===== config.mk =====
export PLATFORM = sky130hd
export DESIGN_NAME = aca_share_arbiter
export DESIGN_NICKNAME = d
export VERILOG_FILES = /design/src/rtl/aca_pkg.sv /design/src/rtl/aca_tag_pipe.sv /design/src/rtl/aca_share_arbiter.sv
export SDC_FILE = /design/constraint.sdc
export NUM_CORES = 1
export LEC_CHECK = 0
export ABC_CLOCK_PERIOD_IN_PS = 2450
export BUFFER_PORTS_ARGS = -buffer_cell sky130_fd_sc_hd__buf_2
export CORE_MARGIN = 2
export CORE_UTILIZATION = 33
export DETAILED_ROUTE_END_ITERATION = 8
export GPL_ROUTABILITY_DRIVEN = 0
export MAX_ROUTING_LAYER = met4
export PLACE_DENSITY = 0.72
export SYNTH_ARGS = -nofsm -noshare
export SYNTH_HDL_FRONTEND = slang
export SYNTH_SLANG_ARGS = --single-unit

===== constraint.sdc =====
create_clock -name clk -period 2.45 [get_ports clk]
set_clock_uncertainty 0.05 [all_clocks]
set_input_delay 0.735 -clock clk [delete_from_list [all_inputs] [get_ports clk]]
set_output_delay 0.735 -clock clk [all_outputs]
set_load 0.05 [all_outputs]

===== src/rtl/aca_pkg.sv =====
// Shared defaults, FSM encoding and requester-id type for the ACA share arbiter.
package aca_pkg;

  localparam int ACA_W       = 16;
  localparam int ACA_ADD_LAT = 1;
  localparam int ID_W        = 1;

  typedef logic [ID_W-1:0] req_id_t;

  typedef enum logic [1:0] {
    RUN   = 2'd0,
    DRAIN = 2'd1,
    DONE  = 2'd2
  } state_t;

endpackage


===== src/rtl/aca_tag_pipe.sv =====
// DEPTH-stage shift register of {valid, id} (plus operands when ACA_ERR_CHECK_EN is defined)
// that tracks issues in flight through the shared adder and reports how many are in flight.
module aca_tag_pipe
  import aca_pkg::*;
#(
  parameter int DEPTH = ACA_ADD_LAT,
`ifdef ACA_ERR_CHECK_EN
  parameter int W     = ACA_W,
`endif
  localparam int CW   = $clog2(DEPTH + 1)
) (
  input  logic          clk,
  input  logic          rst,
  input  logic          in_valid,
  input  req_id_t       in_id,
`ifdef ACA_ERR_CHECK_EN
  input  logic [W-1:0]  in_a,
  input  logic [W-1:0]  in_b,
  output logic [W-1:0]  out_a,
  output logic [W-1:0]  out_b,
`endif
  output logic          out_valid,
  output req_id_t       out_id,
  output logic [CW-1:0] count
);

  logic [DEPTH-1:0] vld;
  req_id_t          id_q [DEPTH];
`ifdef ACA_ERR_CHECK_EN
  logic [W-1:0]     a_q  [DEPTH];
  logic [W-1:0]     b_q  [DEPTH];
`endif

  // NOTE: sequential state uses non-blocking assignments so every stage samples the
  // pre-edge value of its neighbour; blocking here would collapse the shift into one stage.
  always_ff @(posedge clk) begin
    if (rst) begin
      vld <= '0;
    end else begin
      vld[0] <= in_valid;
      for (int i = 1; i < DEPTH; i++) vld[i] <= vld[i-1];
    end
  end

  // NOTE: payload stages are not reset; vld alone qualifies them, so clearing the data
  // would only add reset fan-out to what is effectively a memory.
  always_ff @(posedge clk) begin
    id_q[0] <= in_id;
    for (int i = 1; i < DEPTH; i++) id_q[i] <= id_q[i-1];
`ifdef ACA_ERR_CHECK_EN
    a_q[0] <= in_a;
    b_q[0] <= in_b;
    for (int i = 1; i < DEPTH; i++) begin
      a_q[i] <= a_q[i-1];
      b_q[i] <= b_q[i-1];
    end
`endif
  end

  // NOTE: the accumulator gets its default before the loop, so no latch is inferred.
  always_comb begin
    count = '0;
    for (int i = 0; i < DEPTH; i++) count = count + CW'(vld[i]);
  end

  assign out_valid = vld[DEPTH-1];
  assign out_id    = id_q[DEPTH-1];
`ifdef ACA_ERR_CHECK_EN
  assign out_a     = a_q[DEPTH-1];
  assign out_b     = b_q[DEPTH-1];
`endif

endmodule


===== src/rtl/aca_share_arbiter.sv =====
// Round-robin sharing of one pipelined almost-correct adder between two requesters, with a
// flush/drain sequence. Define ACA_ERR_CHECK_EN to add the exact-sum check and err_count.
module aca_share_arbiter
  import aca_pkg::*;
#(
  parameter int W       = ACA_W,
  parameter int ADD_LAT = ACA_ADD_LAT
) (
  input  logic         clk,
  input  logic         rst,
  input  logic         req0_valid,
  input  logic         req1_valid,
  output logic         req0_ready,
  output logic         req1_ready,
  input  logic [W-1:0] req0_a,
  input  logic [W-1:0] req0_b,
  input  logic [W-1:0] req1_a,
  input  logic [W-1:0] req1_b,
  output logic         resp0_valid,
  output logic         resp1_valid,
  output logic [W-1:0] resp_sum,
  output logic         resp_cout,
  output logic         resp_err,
  output logic [W-1:0] add_a,
  output logic [W-1:0] add_b,
  output logic         add_valid,
  input  logic [W-1:0] add_sum,
  input  logic         add_cout,
  input  logic         flush,
  output logic         flush_done,
  output logic         busy
);

  localparam int CW = $clog2(ADD_LAT + 1);

  state_t        state, state_next;
  req_id_t       rr;
  logic          can_grant, grant0, grant1, grant;
  logic          ret_valid;
  req_id_t       ret_id;
  logic [CW-1:0] inflight;

  // A flush in RUN suppresses that cycle's grant; reset also blocks any handshake.
  assign can_grant  = (state == RUN) && !flush && !rst;
  assign grant0     = can_grant && req0_valid && (!req1_valid || rr == 1'b0);
  assign grant1     = can_grant && req1_valid && (!req0_valid || rr == 1'b1);
  assign grant      = grant0 || grant1;

  assign req0_ready = grant0;
  assign req1_ready = grant1;
  assign add_valid  = grant;
  assign add_a      = grant1 ? req1_a : (grant0 ? req0_a : '0);
  assign add_b      = grant1 ? req1_b : (grant0 ? req0_b : '0);

  always_ff @(posedge clk) begin
    if (rst) begin
      state <= RUN;
      rr    <= '0;
    end else begin
      state <= state_next;
      if (grant) rr <= grant1 ? 1'b0 : 1'b1;
    end
  end

  always_comb begin
    state_next = state;
    case (state)
      RUN:     if (flush) state_next = DRAIN;
      DRAIN:   if (inflight == '0) state_next = DONE;
      DONE:    state_next = RUN;
      default: state_next = RUN;
    endcase
  end

  assign flush_done = (state == DONE);
  assign busy       = (inflight != '0) || (state != RUN);

`ifdef ACA_ERR_CHECK_EN
  logic [W-1:0] ret_a, ret_b;
`endif

  aca_tag_pipe #(
    .DEPTH (ADD_LAT)
`ifdef ACA_ERR_CHECK_EN
    , .W   (W)
`endif
  ) u_tag_pipe (
    .clk       (clk),
    .rst       (rst),
    .in_valid  (grant),
    .in_id     (grant1),
`ifdef ACA_ERR_CHECK_EN
    .in_a      (add_a),
    .in_b      (add_b),
    .out_a     (ret_a),
    .out_b     (ret_b),
`endif
    .out_valid (ret_valid),
    .out_id    (ret_id),
    .count     (inflight)
  );

  // Result is captured as its tag leaves the pipe; the routed pulse follows one cycle later.
  always_ff @(posedge clk) begin
    if (rst) begin
      resp0_valid <= 1'b0;
      resp1_valid <= 1'b0;
      resp_sum    <= '0;
      resp_cout   <= 1'b0;
    end else begin
      resp0_valid <= ret_valid && (ret_id == 1'b0);
      resp1_valid <= ret_valid && (ret_id == 1'b1);
      if (ret_valid) begin
        resp_sum  <= add_sum;
        resp_cout <= add_cout;
      end
    end
  end

`ifdef ACA_ERR_CHECK_EN
  logic [W:0]  exact;
  logic        mismatch;
  logic [15:0] err_count;

  assign exact    = {1'b0, ret_a} + {1'b0, ret_b};
  assign mismatch = ret_valid && ({add_cout, add_sum} != exact);

  always_ff @(posedge clk) begin
    if (rst) begin
      resp_err  <= 1'b0;
      err_count <= '0;
    end else begin
      resp_err <= mismatch;
      if (mismatch && err_count != 16'hFFFF) err_count <= err_count + 16'd1;
    end
  end
`else
  assign resp_err = 1'b0;
`endif

endmodule


==> results of run 1 <==
area by class of cell:
| type | count | area, sq um | area share [%] |
|---|---|---|---|
| Timing Repair Buffer | 170 | 1340 | 39.2 |
| Multi-Input combinational cell | 150 | 1480 | 43.2 |
| Sequential cell | 24 | 480 | 14.1 |
| Clock buffer | 4 | 55.1 | 1.61 |
| Tap cell | 54 | 67.6 | 1.98 |
power breakdown:
group	switching (mW)	internal (mW)	total, mW
sequential	0.0116	0.407	0.419
clock	0.115	0.143	0.258
combinational	0.373	0.256	0.629
total	0.499	0.806	1.31
critical path: cells and delay by family:
kind	cells	cell delay (ns)
buffers and inverters	4	0.53
and+or+nand+nor	1	0.07
AOI/OAI and AO/OA	2	0.40
final timing paths:
path | start | endpoint | depth (start not counted)
setup / recovery | req0_valid | add_b[4] | 7
hold / removal | u_tag_pipe.id_q[0]$_DFF_P_ | resp0_valid$_SDFF_PP0_ | 1
setup reg to reg | rr$_SDFFE_PP0P_ | u_tag_pipe.id_q[0]$_DFF_P_ | 5
hold reg to reg | u_tag_pipe.id_q[0]$_DFF_P_ | resp0_valid$_SDFF_PP0_ | 1
cell usage after synthesis:
cell type	n	area [sq um]
nand2_1	33	124
a21oi_2	28	245
dfxtp_1	24	480
nand3_1	22	110
nor2_1	22	82.6
mux2i_1	18	180
nand3_2	10	100
buf_6	8	90.1
buf_2	6	30.0
a21oi_1	5	25.0
clkbuf_1	4	15.0
buf_4	2	15.0
a21bo_1	1	10.0
a21boi_2	1	11.3
a311oi_1	1	8.76
and3b_1	1	8.76
conb_1	1	3.75
nand2b_1	1	6.26
nor2b_1	1	6.26
nor3_1	1	5.00
nor3_2	1	10.0
nor3b_1	1	7.51
nor4b_1	1	8.76
or3_1	1	6.26
cell families (layout without fill, tap and decap cells):
family,Yosys count,after routing
and+or+nand+nor,95,95
muxes,18,18
buffers and inverters,20,174
other,1,1
DFF,24,24
AOI/OAI and AO/OA,36,36
registers in the layout, summed over array words and instances, names as in the netlist:
signal                cells
u_tag_pipe.id_q           1
resp_cout                 1
rr                        1
u_tag_pipe.out_valid      1
resp1_valid               1
resp0_valid               1
resp_sum                 16
state                     2
stage by stage:
step / hold slack, ns / power [mW] / setup TNS (ns) / instance area (sq um)
after floorplan: 0.338 / 0.785 / -0.409 / 1980
after CTS: 0.377 / 1.27 / -0.595 / 3250
after global placement: 0.371 / 0.922 / -5.16 / 2780
after global routing: 0.406 / 1.37 / -2.38 / 3420
final: 0.371 / 1.31 / -1.27 / 3420
after detailed placement: 0.364 / 0.928 / -5.82 / 2780
routing by layer:
metal	vias up	GRT usage (%)	routed length, um	share of wire (%)
met3	16	3.98	447	6.7
li1	973	-	-	-
met5	-	-	0	0
met4	0	3.64	182	2.7
met2	98	36.9	3380	51
met1	960	23.4	2620	40
what timing repair did:
item                                   CTS  global route
pin swaps                                5            21
setup endpoints to repair               35            35
endpoints found under the hold margin    0             0
gates resized for setup                 93            26
buffers inserted                         5             1
cloned                                   3             2
==> results by group, run 1 <==
CTS
  – Clock slew at reported path FFs: 0.08 ns
  – Clock Sinks: 24
  – CTS Buffer Depth: 2
  – Root Buffer: clkbuf_8
  – Later-pin clock latency in the skew report: 0.26 ns
  – CTS tree: done
  – Post-CTS Hold Buffers: 0
  – CTS Buf Count: 3
  – H-tree Lvls: 1

Finish
  – Most common cell after layout, fill and taps aside: buf_2
  – P&R area growth vs syn: 115%
  – Number of fill cells: 340
  – Nets: 435
  – ANT cells: 0
  – Finished Layout Cells: 402
  – Final Util: 72.9%
  – Most frequent cells in the layout: buf_2 (104), buf_6 (36), a21oi_4 (30)
  – Share of cells above drive strength 1: 75.0%

Power
  – Power Dens Cells: 382 mW/mm^2
  – Worst vdd ir: 0.374 mV
  – Static Leakage: 1.49 nW

Global routing
  – Global route overflow: 0
  – First-pass GRT wire length: 8620 um
  – Number of global-route vias before repair: 1919
  – Largest net degree at the start of global routing: 23
  – Initial antenna violation count: 0
  – GRT Overall Usage: 20.4%

Floorplanning
  – Die ar.: 0.00539 sq mm
  – # IOs: 143
  – Std-Cell Rows: 25
  – Initial Util: 33.9%
  – Placeable Area: 0.00469 sq mm
  – Die height: 73.4 um
  – DIE WIDTH: 73.4 um

Synth
  – Post-synthesis mux area share: 11.3%
  – Post-synthesis simple-gate area fraction: 29.9%
  – Mapped Area: 0.00159 sq mm
  – Synthesized flop and latch total: 24
  – Avg Cell Area, Syn: 8.20 sq um
  – YS warnings: 0
  – Complex-gate fraction of the synthesized area: 18.9%
  – Sequential cell area fraction in the yosys report: 30.2%
  – Synth Instances: 194
  – Post-Synth XOR/XNOR Area: 0%
  – Netlist cell types: 24
  – Mapped Nets: 280
  – Post-Synth Adder-Cell Area: 0%
  – Main combinational cell family by area after synthesis: simple AND/OR/NAND/NOR gates

STA
  – Period utilisation layout: 104%
  – RSZ-0062 raised after global routing: yes
  – Final Setup Violations: 28
  – Final-report max-slew violation count: 0
  – Final min period: 2.54 ns
  – Max Fclk: 394 MHz
  – Setup WS post-layout: -0.0858 ns
  – Final Hold Vio Count: 0

Run
  – Max-cap violations: 0

Min path
  – Worst min path class: reg2reg

Critical path
  – Peak per-stage delay on the critical path: 0.22 ns
  – Req. time, crit path: 1.66 ns
  – WS Path Type: in2out
  – Type of origin of the critical path: primary input
  – Reg2reg setup slack: 1.25 ns
  – CP Capture Type: primary output
  – Most used cell, CP: buf_6
  – Worst Path Arrival: 1.75 ns
  – CP max-delay cell: a21bo_4
  – Worst path cell trace: buf_6 > a21bo_4 > buf_12 > clkbuf_16 > nand3_4 > a21oi_4 > buf_6
  – CP max FO: 6

Routing
  – DRT antenna net count: 0
  – Via count: 2047
  – Routed WL: 6630 um
  – Vias per std cell: 5.09
  – DR iter-0 viols: 92
  – Initial DRT Pass Iterations: 4
  – Residual DRC: 0
  – Routed len/inst: 16.5 um

Status
  – Status: finished with violations
  – Violated checks: setup timing

Placed design
  – Setup WS pre-CTS: -0.203 ns
  – HPWL after DPL: 4020 um
  – Post-placement cell count: 388
  – IO Port Bufs: 141
Note: power is estimated with default switching activity, not from simulation.
==> run 2: changes to the inputs <==
Settings changed: ABC_CLOCK_PERIOD_IN_PS 2450 to 3200.
Clock period 2.45 ns to 3.2 ns, I/O delays scaled along.
==> results by group, run 2 (same netlist as run 1, synthesis figures left out) <==
Global routing
  – Global route overflow: 0
  – First-pass GRT wire length: 7350 um
  – GRT Overall Usage: 17.0%
  – Initial antenna violation count: 0
  – Number of global-route vias before repair: 1744
  – Largest net degree at the start of global routing: 35

Floorplanning
  – Std-Cell Rows: 25
  – # IOs: 143
  – Die ar.: 0.00539 sq mm
  – DIE WIDTH: 73.4 um
  – Initial Util: 33.9%
  – Placeable Area: 0.00469 sq mm
  – Die height: 73.4 um

Finish
  – Multi-input gate area: 980 sq um
  – ANT cells: 0
  – Nets: 413
  – Max FFs per register: 16
  – Top reg by flops: resp_sum
  – Most frequent cells in the layout: buf_2 (141), nand2_1 (33), a21oi_2 (32)
  – Biggest regs: resp_sum x16, state x2
  – Most common cell after layout, fill and taps aside: buf_2
  – Register area: 480 sq um
  – P&R area growth vs syn: 50.6%
  – Number of fill cells: 459
  – Share of cells above drive strength 1: 60.7%

CTS
  – Clock slew at reported path FFs: 0.08 ns
  – H-tree Lvls: 1
  – Setup bufs post-CTS: 0
  – Root Buffer: clkbuf_8
  – Clock Sinks: 24
  – CTS Buffer Depth: 2
  – Post-CTS Hold Buffers: 0
  – Later-pin clock latency in the skew report: 0.25 ns
  – # resized after CTS: 0
  – CTS Buf Count: 3
  – CTS tree: done

Power
  – Static Leakage: 1.19 nW
  – Worst vdd ir: 0.181 mV
  – Power Dens Cells: 372 mW/mm^2

STA
  – RSZ-0062 raised after global routing: no
  – Final Setup Violations: 0
  – Final Hold Vio Count: 0
  – Period utilisation layout: 95.8%
  – Setup WS post-layout: 0.135 ns
  – Final min period: 3.07 ns
  – Max Fclk: 326 MHz
  – Final-report max-slew violation count: 0
  – Setup_tns: 0 ns

Placed design
  – Setup WS pre-CTS: 0.146 ns
  – HPWL after DPL: 3650 um
  – IO Port Bufs: 141

Routing
  – Initial DRT Pass Iterations: 4
  – Residual DRC: 0
  – Routed WL: 4650 um
  – Via count: 1849
  – DR iter-0 viols: 69
  – DRT antenna net count: 0
  – Vias per std cell: 4.87
  – Routed len/inst: 12.2 um

Critical path
  – WS Path Type: in2out
  – Req. time, crit path: 2.19 ns
  – Worst Path Arrival: 2.06 ns
  – Reg2Reg Depth: 3
  – CP max FO: 34
  – Type of origin of the critical path: primary input
  – CP Capture Type: primary output

Min path
  – Hold path depth: 1
  – Worst min path class: reg2reg

Status
  – Status: complete, no violations

Run
  – Max-cap violations: 0
-- run 2: metal layers --
| metal | track usage [%] | share of wire (%) |
|---|---|---|
| met5 | - | 0 |
| met4 | 3.84 | 0.95 |
| met1 | 19.0 | 40 |
| met3 | 3.43 | 7.6 |
| met2 | 31.1 | 52 |
-- run 2: worst paths after layout --
path	slack, ns	end	start
hold / removal	0.36	resp0_valid$_SDFF_PP0_	u_tag_pipe.id_q[0]$_DFF_P_
setup / recovery	0.13	add_b[10]	req0_valid
setup reg to reg	2.06	rr$_SDFFE_PP0P_	state[1]$_SDFFE_PP0P_
hold reg to reg	0.36	resp0_valid$_SDFF_PP0_	u_tag_pipe.id_q[0]$_DFF_P_
-- run 2: through the flow --
step	hold slack [ns]	power (mW)	std cells	instance area, sq um	utilization [%]
6_report	0.363	0.890	380	2390	51.0
5_1_grt	0.383	0.935	380	2390	51.0
4_1_cts	0.364	0.901	380	2390	51.0
3_5_place_dp	0.350	0.647	376	2320	49.5
3_3_place_gp	0.350	0.641	376	2320	49.5
2_1_floorplan	0.338	0.553	194	1610	-
-- run 2: report_power, final --
group          internal (mW)  total (mW)  switching, mW
Clock                  0.167       0.252         0.0852
Sequential             0.312       0.319        0.00768
Combinational          0.106       0.318          0.212
-- run 2: area by class of cell --
cell class                      count  area share [%]
Multi-Input combinational cell    150            40.9
Timing Repair Buffer              148            33.2
Clock inverter                      1            1.25
Tap cell                           54            2.82
Sequential cell                    24            20.1
Clock buffer                        3            1.72
-- run 2: critical path, cell delays in order --
cell and delay [ns]:
buf_2 0.11, a21bo_1 0.21, buf_12 0.21, nand3_1 0.13, a21oi_2 0.15, buf_2 0.27
